<file path="config.mk">
export PLATFORM = sky130hd
export DESIGN_NAME = gshare_sched_ctrl
export DESIGN_NICKNAME = d
export VERILOG_FILES = /design/src/rtl/bp_pkg.sv /design/src/rtl/bp_inflight_fifo.sv /design/src/rtl/gshare_sched_ctrl.sv
export SDC_FILE = /design/constraint.sdc
export NUM_CORES = 1
export LEC_CHECK = 0
export CAP_MARGIN = 20
export CORE_UTILIZATION = 49
export CTS_CLUSTER_DIAMETER = 200
export DETAILED_ROUTE_END_ITERATION = 6
export PLACE_DENSITY = 0.71
export SETUP_SLACK_MARGIN = 0.1
export SYNTH_ARGS = -nofsm -noshare
export SYNTH_HDL_FRONTEND = slang
export SYNTH_SLANG_ARGS = --single-unit
</file>
<file path="constraint.sdc">
create_clock -name clk -period 2.4 [get_ports clk]
set_clock_uncertainty 0.15 [all_clocks]
set_input_delay 0.48 -clock clk [delete_from_list [all_inputs] [get_ports clk]]
set_output_delay 0.48 -clock clk [all_outputs]
set_load 0.1 [all_outputs]
</file>
<file path="src/rtl/bp_pkg.sv">
// Shared types for the gshare scheduler: 2-bit counter encodings, FSM states
// and the saturating counter update.
package bp_pkg;

   typedef enum logic [1:0] {
      CTR_SNT = 2'b00,
      CTR_WNT = 2'b01,
      CTR_WT  = 2'b10,
      CTR_ST  = 2'b11
   } ctr_e;

   typedef enum logic [1:0] {
      ST_INIT = 2'd0,
      ST_RUN  = 2'd1,
      ST_RESP = 2'd2
   } state_e;

   function automatic logic [1:0] sat_update(input logic [1:0] ctr, input logic taken);
      logic [1:0] r;
      if (taken) r = (ctr == CTR_ST)  ? CTR_ST  : ctr + 2'd1;
      else       r = (ctr == CTR_SNT) ? CTR_SNT : ctr - 2'd1;
      return r;
   endfunction

endpackage

</file>
<file path="src/rtl/bp_inflight_fifo.sv">
// In-order FIFO of predicted-but-unresolved branches; flush empties it and
// overrides a same-cycle push.
module bp_inflight_fifo #(
   parameter int W     = 11,
   parameter int DEPTH = 4
) (
   input  logic         clk,
   input  logic         reset,
   input  logic         push,
   input  logic         pop,
   input  logic         flush,
   input  logic [W-1:0] wdata,
   output logic [W-1:0] rdata,
   output logic         full,
   output logic         empty
);

   localparam int AW = $clog2(DEPTH);

   logic [W-1:0] mem_q [DEPTH];
   logic [AW:0]  wr_q, rd_q;

   // Extra pointer bit distinguishes full from empty when the low bits match.
   assign empty = (wr_q == rd_q);
   assign full  = (wr_q[AW] != rd_q[AW]) && (wr_q[AW-1:0] == rd_q[AW-1:0]);
   assign rdata = mem_q[rd_q[AW-1:0]];

   always_ff @(posedge clk) begin
      if (reset || flush) begin
         wr_q <= '0;
         rd_q <= '0;
      end else begin
         if (push && !full)  wr_q <= wr_q + 1'b1;
         if (pop  && !empty) rd_q <= rd_q + 1'b1;
      end
   end

   always_ff @(posedge clk) begin
      if (!reset && !flush && push && !full) mem_q[wr_q[AW-1:0]] <= wdata;
   end

endmodule

</file>
<file path="src/rtl/gshare_sched_ctrl.sv">
// gshare PHT sequencer: owns the GHR, arbitrates the single PHT port between
// lookups and resolves, recovers GHR on mispredict. GSHARE_STATS_EN adds counters.
module gshare_sched_ctrl
   import bp_pkg::*;
#(
   parameter int PC_W  = 11,
   parameter int IDX_W = 4,
   parameter int DEPTH = 4
) (
   input  logic             clk,
   input  logic             reset,
   input  logic             lk_valid,
   output logic             lk_ready,
   input  logic [PC_W-1:0]  lk_pc,
   output logic             pred_valid,
   output logic             pred_taken,
   input  logic             rs_valid,
   output logic             rs_ready,
   input  logic             rs_taken,
   output logic             mispredict,
   output logic             pht_en,
   output logic             pht_we,
   output logic [IDX_W-1:0] pht_idx,
   output logic [1:0]       pht_wdata,
   input  logic [1:0]       pht_rdata,
   output logic             busy
`ifdef GSHARE_STATS_EN
   ,
   output logic [31:0]      stat_lookups,
   output logic [31:0]      stat_mispred
`endif
);

   localparam int EW = 2*IDX_W + 3;

   state_e           state_q;
   logic [IDX_W-1:0] sweep_q, ghr_q, lk_idx_q;
   logic             mispredict_q;

   logic             full, empty, run, lk_fire, rs_fire, rs_mis, push;
   logic [IDX_W-1:0] lk_idx, hd_idx, hd_ghr;
   logic [1:0]       hd_ctr;
   logic             hd_pred;
   logic [EW-1:0]    push_data, hd_data;
   logic             unused_pc;

   assign unused_pc = ^lk_pc[PC_W-1:IDX_W];

   assign run      = (state_q == ST_RUN);
   assign rs_ready = run && !empty;
   assign lk_ready = run && !full && !(rs_valid && !empty);
   assign rs_fire  = rs_valid && rs_ready;
   assign lk_fire  = lk_valid && lk_ready;
   assign lk_idx   = lk_pc[IDX_W-1:0] ^ ghr_q;
   assign rs_mis   = rs_fire && (rs_taken != hd_pred);

   assign busy       = (state_q == ST_INIT);
   assign pred_valid = (state_q == ST_RESP);
   assign pred_taken = (state_q == ST_RESP) && pht_rdata[1];
   assign mispredict = mispredict_q;

   // The read data arrives during RESP; the entry is captured then, with the
   // GHR value that formed its index.
   assign push      = (state_q == ST_RESP);
   assign push_data = {lk_idx_q, pht_rdata, pht_rdata[1], ghr_q};
   assign {hd_idx, hd_ctr, hd_pred, hd_ghr} = hd_data;

   bp_inflight_fifo #(.W(EW), .DEPTH(DEPTH)) u_fifo (
      .clk   (clk),
      .reset (reset),
      .push  (push),
      .pop   (rs_fire),
      .flush (rs_mis),
      .wdata (push_data),
      .rdata (hd_data),
      .full  (full),
      .empty (empty)
   );

   always_comb begin
      pht_en    = 1'b0;
      pht_we    = 1'b0;
      pht_idx   = '0;
      pht_wdata = 2'b00;
      if (state_q == ST_INIT) begin
         pht_en    = 1'b1;
         pht_we    = 1'b1;
         pht_idx   = sweep_q;
         pht_wdata = CTR_WNT;
      end else if (rs_fire) begin
         // Stored counter may be stale if an older branch hit the same index.
         pht_en    = 1'b1;
         pht_we    = 1'b1;
         pht_idx   = hd_idx;
         pht_wdata = sat_update(hd_ctr, rs_taken);
      end else if (lk_fire) begin
         pht_en  = 1'b1;
         pht_idx = lk_idx;
      end
   end

   always_ff @(posedge clk) begin
      if (reset) begin
         state_q      <= ST_INIT;
         sweep_q      <= '0;
         ghr_q        <= '0;
         lk_idx_q     <= '0;
         mispredict_q <= 1'b0;
      end else begin
         mispredict_q <= rs_mis;
         case (state_q)
            ST_INIT: begin
               sweep_q <= sweep_q + 1'b1;
               if (sweep_q == {IDX_W{1'b1}}) state_q <= ST_RUN;
            end
            ST_RUN: begin
               if (rs_mis) ghr_q <= {hd_ghr[IDX_W-2:0], rs_taken};
               if (lk_fire) begin
                  lk_idx_q <= lk_idx;
                  state_q  <= ST_RESP;
               end
            end
            ST_RESP: begin
               ghr_q   <= {ghr_q[IDX_W-2:0], pht_rdata[1]};
               state_q <= ST_RUN;
            end
            default: state_q <= ST_INIT;
         endcase
      end
   end

`ifdef GSHARE_STATS_EN
   logic [31:0] lookups_q, mispred_q;

   always_ff @(posedge clk) begin
      if (reset) begin
         lookups_q <= '0;
         mispred_q <= '0;
      end else begin
         if (lk_fire) lookups_q <= lookups_q + 32'd1;
         if (rs_mis)  mispred_q <= mispred_q + 32'd1;
      end
   end

   assign stat_lookups = lookups_q;
   assign stat_mispred = mispred_q;
`endif

endmodule

</file>
After elaboration in Yosys (flattened, before gate mapping). Memories as Yosys holds them, arrays and structs flattened. A register that Yosys moved wholly into a read port is not among the register bits. Index checks and enable logic that the tools add are counted.

Add/subtract/negate cells: 5. Equality and inequality tests: 11. Mux-type cells: 22. Bitwise gates (word level): 1. Reduce and logical (&&, ||, !) cells: 26.

Operators by type and width (number): $mux 2 (9); $mux 4 (4); $logic_and 1x1->1 (14); $pmux 4 s2 (1); $mux 1 (7); $add 3x1->3 const B (2); $ne 2x1->1 const B (3); $pmux 2 s3 (1); $reduce_and 2->1 (3); $logic_not 1->1 (5); $add 4x1->4 const B (1); $eq 2x2->1 const B (2); $eq 4x4->1 const B (1); $logic_not 2->1 (2); $xor 4x4->4 (1); $eq 3x3->1 (1); $add 2x1->2 const B (1); $eq 2x1->1 const B (1); $eq 2x2->1 (1); $ne 1x1->1 (2); $reduce_bool 2->1 (1); $sub 2x1->2 const B (1); $logic_or 1x1->1 (1).

Register bits after elaboration: 21. RAM bits: 44. Word-level logic and storage cells: 73. Memories kept: 1.

Memories: u_fifo.mem_q (words 4, width 11, rd ports 1, clocked after memory_dff 1, write ports 1, RTL line bp_inflight_fifo.sv:20) `logic [W-1:0] mem_q [DEPTH];`.

Depth between registers and ports, before layout.
Depth after elaboration: 11. Depth in mapped cells: 7. Mapped depth without buffers: 5.

By module. From an unflattened synthesis, not the netlist that was laid out.

Cells, all modules: 230. Area total of the unflattened synthesis: 3012.9 um2.

Modules (own cells, without submodules): bp_inflight_fifo (times used 1, cells each 125, area an instance 2150.8 um2); gshare_sched_ctrl (times used 1, cells each 105, area an instance 862.1 um2).

Worst setup path before layout. OpenSTA, ideal clock, no wires.

Path kind: register to output. From: reg state_q[0]. To: out pht_idx[0]. Data arrival time: 3.676 ns. Required time: 1.770 ns. Slack: -1.906 ns. Cell stages (with the launch flop): 4. Cell sequence: dfxtp_1 > nor2_1 > nor2_1 > a21oi_1.

Elaborated cells between the ends (all ways): 10. Those cells by class: 1 x eq/ne; 3 x mux; 6 x reduce/logical.

RTL lines: from (decl) (RTL line gshare_sched_ctrl.sv:36) `state_e state_q;`; from (signal assigned) (RTL line gshare_sched_ctrl.sv:104) `state_q <= ST_INIT;`; from (signal assigned) (RTL line gshare_sched_ctrl.sv:114) `if (sweep_q == {IDX_W{1'b1}}) state_q <= ST_RUN;`; from (signal assigned) (RTL line gshare_sched_ctrl.sv:120) `state_q <= ST_RESP;`; $logic_not 2->1; named net busy (RTL line gshare_sched_ctrl.sv:26) `output logic busy`; $mux 4 (RTL line gshare_sched_ctrl.sv:85) `if (state_q == ST_INIT) begin`; to (decl) (RTL line gshare_sched_ctrl.sv:23) `output logic [IDX_W-1:0] pht_idx,`.

The timed path passes the listed nets, and every way through them passes these cells.

==> summary.md <==
| Metric | Value |
|---|---|
| Power per cell area | `577 nW/um2` |
| Cell with the most instances after synthesis | `edfxtp_1` |
| CTS H-tree depth | `3` |
| Root Driver | `clkbuf_8` |
| Share of async-settable or async-resettable flops after synthesis | `0%` |
| Global placement routability congestion | `0.773` |
| Slowest cell on crit path | `mux4_2` |
| Fin Setup TNS | `-1050 ps` |
| Core Area | `5070 um2` |
| Distinct cell type count after synthesis | `39` |
| Starting Density | `50.9%` |
| Critical path capture point type | `output pin` |
| Max Cap Viol | `0` |
| Post-DR wirelength/cell | `17.3 um` |
| Rows | `26` |
| Syn_area_per_cell | `13.5 um2` |
| Status | `finished, violations left` |
| #FFs+latches synth | `59` |
| Worst-margin pin slew | `435 ps` |
| Worst endpoint data arrival time | `1980 ps` |
| Post-Synthesis Net Count | `215` |
| Num Clock Sinks | `59` |
| Crit-path cells | `mux4_2, maj3_2, a21o_4, buf_12` |
| DRC Markers | `0` |
| Relative slew slack | `70.9%` |
| Max Root-Sink Buffers | `2` |
| Top FF cell, synth | `edfxtp_1` |
| HP Class | `flip-flop to flip-flop` |
| DRT antenna net count | `0` |
| Setup WS pre-CTS | `-106 ps` |
| Grt ovf | `0` |
| Final WS setup | `-211 ps` |
| Total Routed Length | `5780 um` |
| EDFF count, synth | `36` |
| Nets | `284` |
| Largest net degree at the start of global routing | `12` |
| Startpoint types | `flip-flop` |
| Number of global-route vias before repair | `1,793` |
| P_leak | `1.39 nW` |
| Placed inst area | `3390 um2` |
| Period utilisation layout | `109%` |
| Clk slew on worst S/H paths | `70 ps` |
| YS warnings | `0` |
| Req. time, crit path | `1770 ps` |
| Design Area, Final | `3830 um2` |
| First-pass GRT wire length | `8890 um` |
| Synthesized area | `2580 um2` |
| Chip height | `74.6 um` |
| Die Width | `74.6 um` |
| CTS buffer count | `9` |
| Initial antenna violation count | `0` |
| Mapped Cells | `191` |
| WP buf/inv | `1` |
| Drt via density | `5.33` |
| DP HPWL | `3850 um` |
| Post-synth top area share | `41.9%` |
| Port buffer count | `24` |
| DR vias | `1,784` |
| Post-synth top cells | `edfxtp_1, nor2_1, dfxtp_1` |
| Share of cells above drive strength 1 | `45.3%` |
| Antenna Cells | `0` |
| TritonCTS clock tree | `built` |
| Critical path class | `flip-flop to output pin` |
| CP top delay family | `multiplexers` |
| Overall Global Routing Usage | `23.4%` |
| FF-to-FF setup slack | `130 ps` |
| I/O pin count | `32` |
| Die area | `5560 um2` |
| Worst vdd rail ir drop | `429 uV` |
| Crit path largest cell delay | `560 ps` |
| Number of hold violations in the final report | `0` |
| Pwr Total | `0.00221 W` |
| Final setup violation count | `8` |
| Yosys top cell by area | `edfxtp_1` |
| Area growth from synthesis to layout | `48.5%` |
| Slew Limit Fails | `0` |
| Clock Latency Late Sink | `350 ps` |
| Post-layout min period | `2610 ps` |
| Violated checks | `negative setup slack` |
| Fmax | `383 MHz` |
| Initial DRC count | `91` |
| Worst-path maximum fanout | `4` |
| Top post-synthesis cells by area | `edfxtp_1, dfxtp_1, mux4_1` |
| Final-layout fill cell count | `326` |
| RSZ-0062 raised after global routing | `true` |
| 1st-pass router iterations | `4` |
| Register area share after synthesis | `59.7%` |
## power breakdown
group          internal [W]  switching, W
clock              0.000611      0.000398
sequential          0.00106    0.00000641
combinational     0.0000580     0.0000734
## cell families after synthesis
group	after synthesis	synth area share (%)
flip-flops	59	59.7
AND/OR/NAND/NOR	52	9.21
XOR/XNOR	17	6.06
buffers and inverters	13	2.86
AO/OA/AOI/OAI	31	8.72
multiplexers	12	10.2
adder cells (fa/ha/maj)	7	3.29
## routing by layer
| layer | up-vias | share of wire [%] | global-route usage, % |
|---|---|---|---|
| li1 | 848 | - | - |
| met1 | 885 | 42 | 28.0 |
| met5 | - | 0 | 0 |
| met2 | 39 | 52 | 39.7 |
| met4 | 0 | 2.1 | 11.9 |
| met3 | 12 | 3.6 | 5.15 |
## placed cells by master, fill, tap and decap left out, types with 3 or more instances in the layout
| cell type | instances |
|---|---|
| a211oi_1 | 4 |
| a21oi_1 | 5 |
| a22oi_2 | 3 |
| buf_12 | 17 |
| buf_4 | 35 |
| buf_6 | 4 |
| clkbuf_8 | 10 |
| clkdlybuf4s50_1 | 10 |
| clkinvlp_4 | 4 |
| dfxtp_1 | 17 |
| dfxtp_4 | 5 |
| edfxtp_1 | 36 |
| ha_1 | 6 |
| inv_1 | 3 |
| mux2i_1 | 3 |
| mux4_1 | 4 |
| mux4_2 | 5 |
| nand2_1 | 8 |
| nand2b_1 | 3 |
| nor2_1 | 18 |
| nor2_4 | 6 |
| o21ai_4 | 3 |
| xnor2_1 | 6 |
| xor2_1 | 6 |
## worst reg2reg max path, stage by stage, from the launching register on
cell and delay (ps):
dfxtp_4 380, mux4_2 560, buf_6 170, xnor2_4 160, nor2_4 60, or2_4 250
nor2_4 100, buf_12 140
## per-stage QoR
stage,hold slack [ps],cells,util (%)
final,364,335,75.6
after global routing,382,335,75.6
after detailed placement,351,306,66.8
after CTS,359,334,74.4
after global placement,330,306,66.8
after floorplan,310,191,-
## registers in the layout, summed over array words and instances, names as in the netlist, named ones only
name and cells:
u_fifo.mem_q 36, ghr_q 4, lk_idx_q 4, sweep_q 4, u_fifo.rd_q 3, u_fifo.wr_q 3, state_q 2, mispredict 1
## final timing paths
kind | start | end | cells after the start
worst max register to register | flip-flop | u_fifo.mem_q[3][0] | 7
worst min-delay path | lk_idx_q[3] | lk_idx_q[3] | 2
worst max-delay path | flip-flop | pht_wdata[0] | 4
worst min register to register | lk_idx_q[3] | lk_idx_q[3] | 2
## area by class of cell
| class | instances | area (um2) | area share (%) |
|---|---|---|---|
| Inverter | 5 | 26.3 | 0.685 |
| Sequential cell | 59 | 1560 | 40.7 |
| Multi-Input combinational cell | 119 | 1180 | 30.9 |
| Clock inverter | 6 | 88.8 | 2.32 |
| Clock buffer | 10 | 138 | 3.59 |
| Timing Repair Buffer | 66 | 748 | 19.5 |
| Tap cell | 70 | 87.6 | 2.28 |
## what timing repair did
action	4_1_cts	5_1_grt
hold buffers	0	0
resized for setup	20	16
pin swaps	13	5
setup endpoints to repair	9	45
setup buffers	12	3
Note: power is estimated with default switching activity, not from simulation.
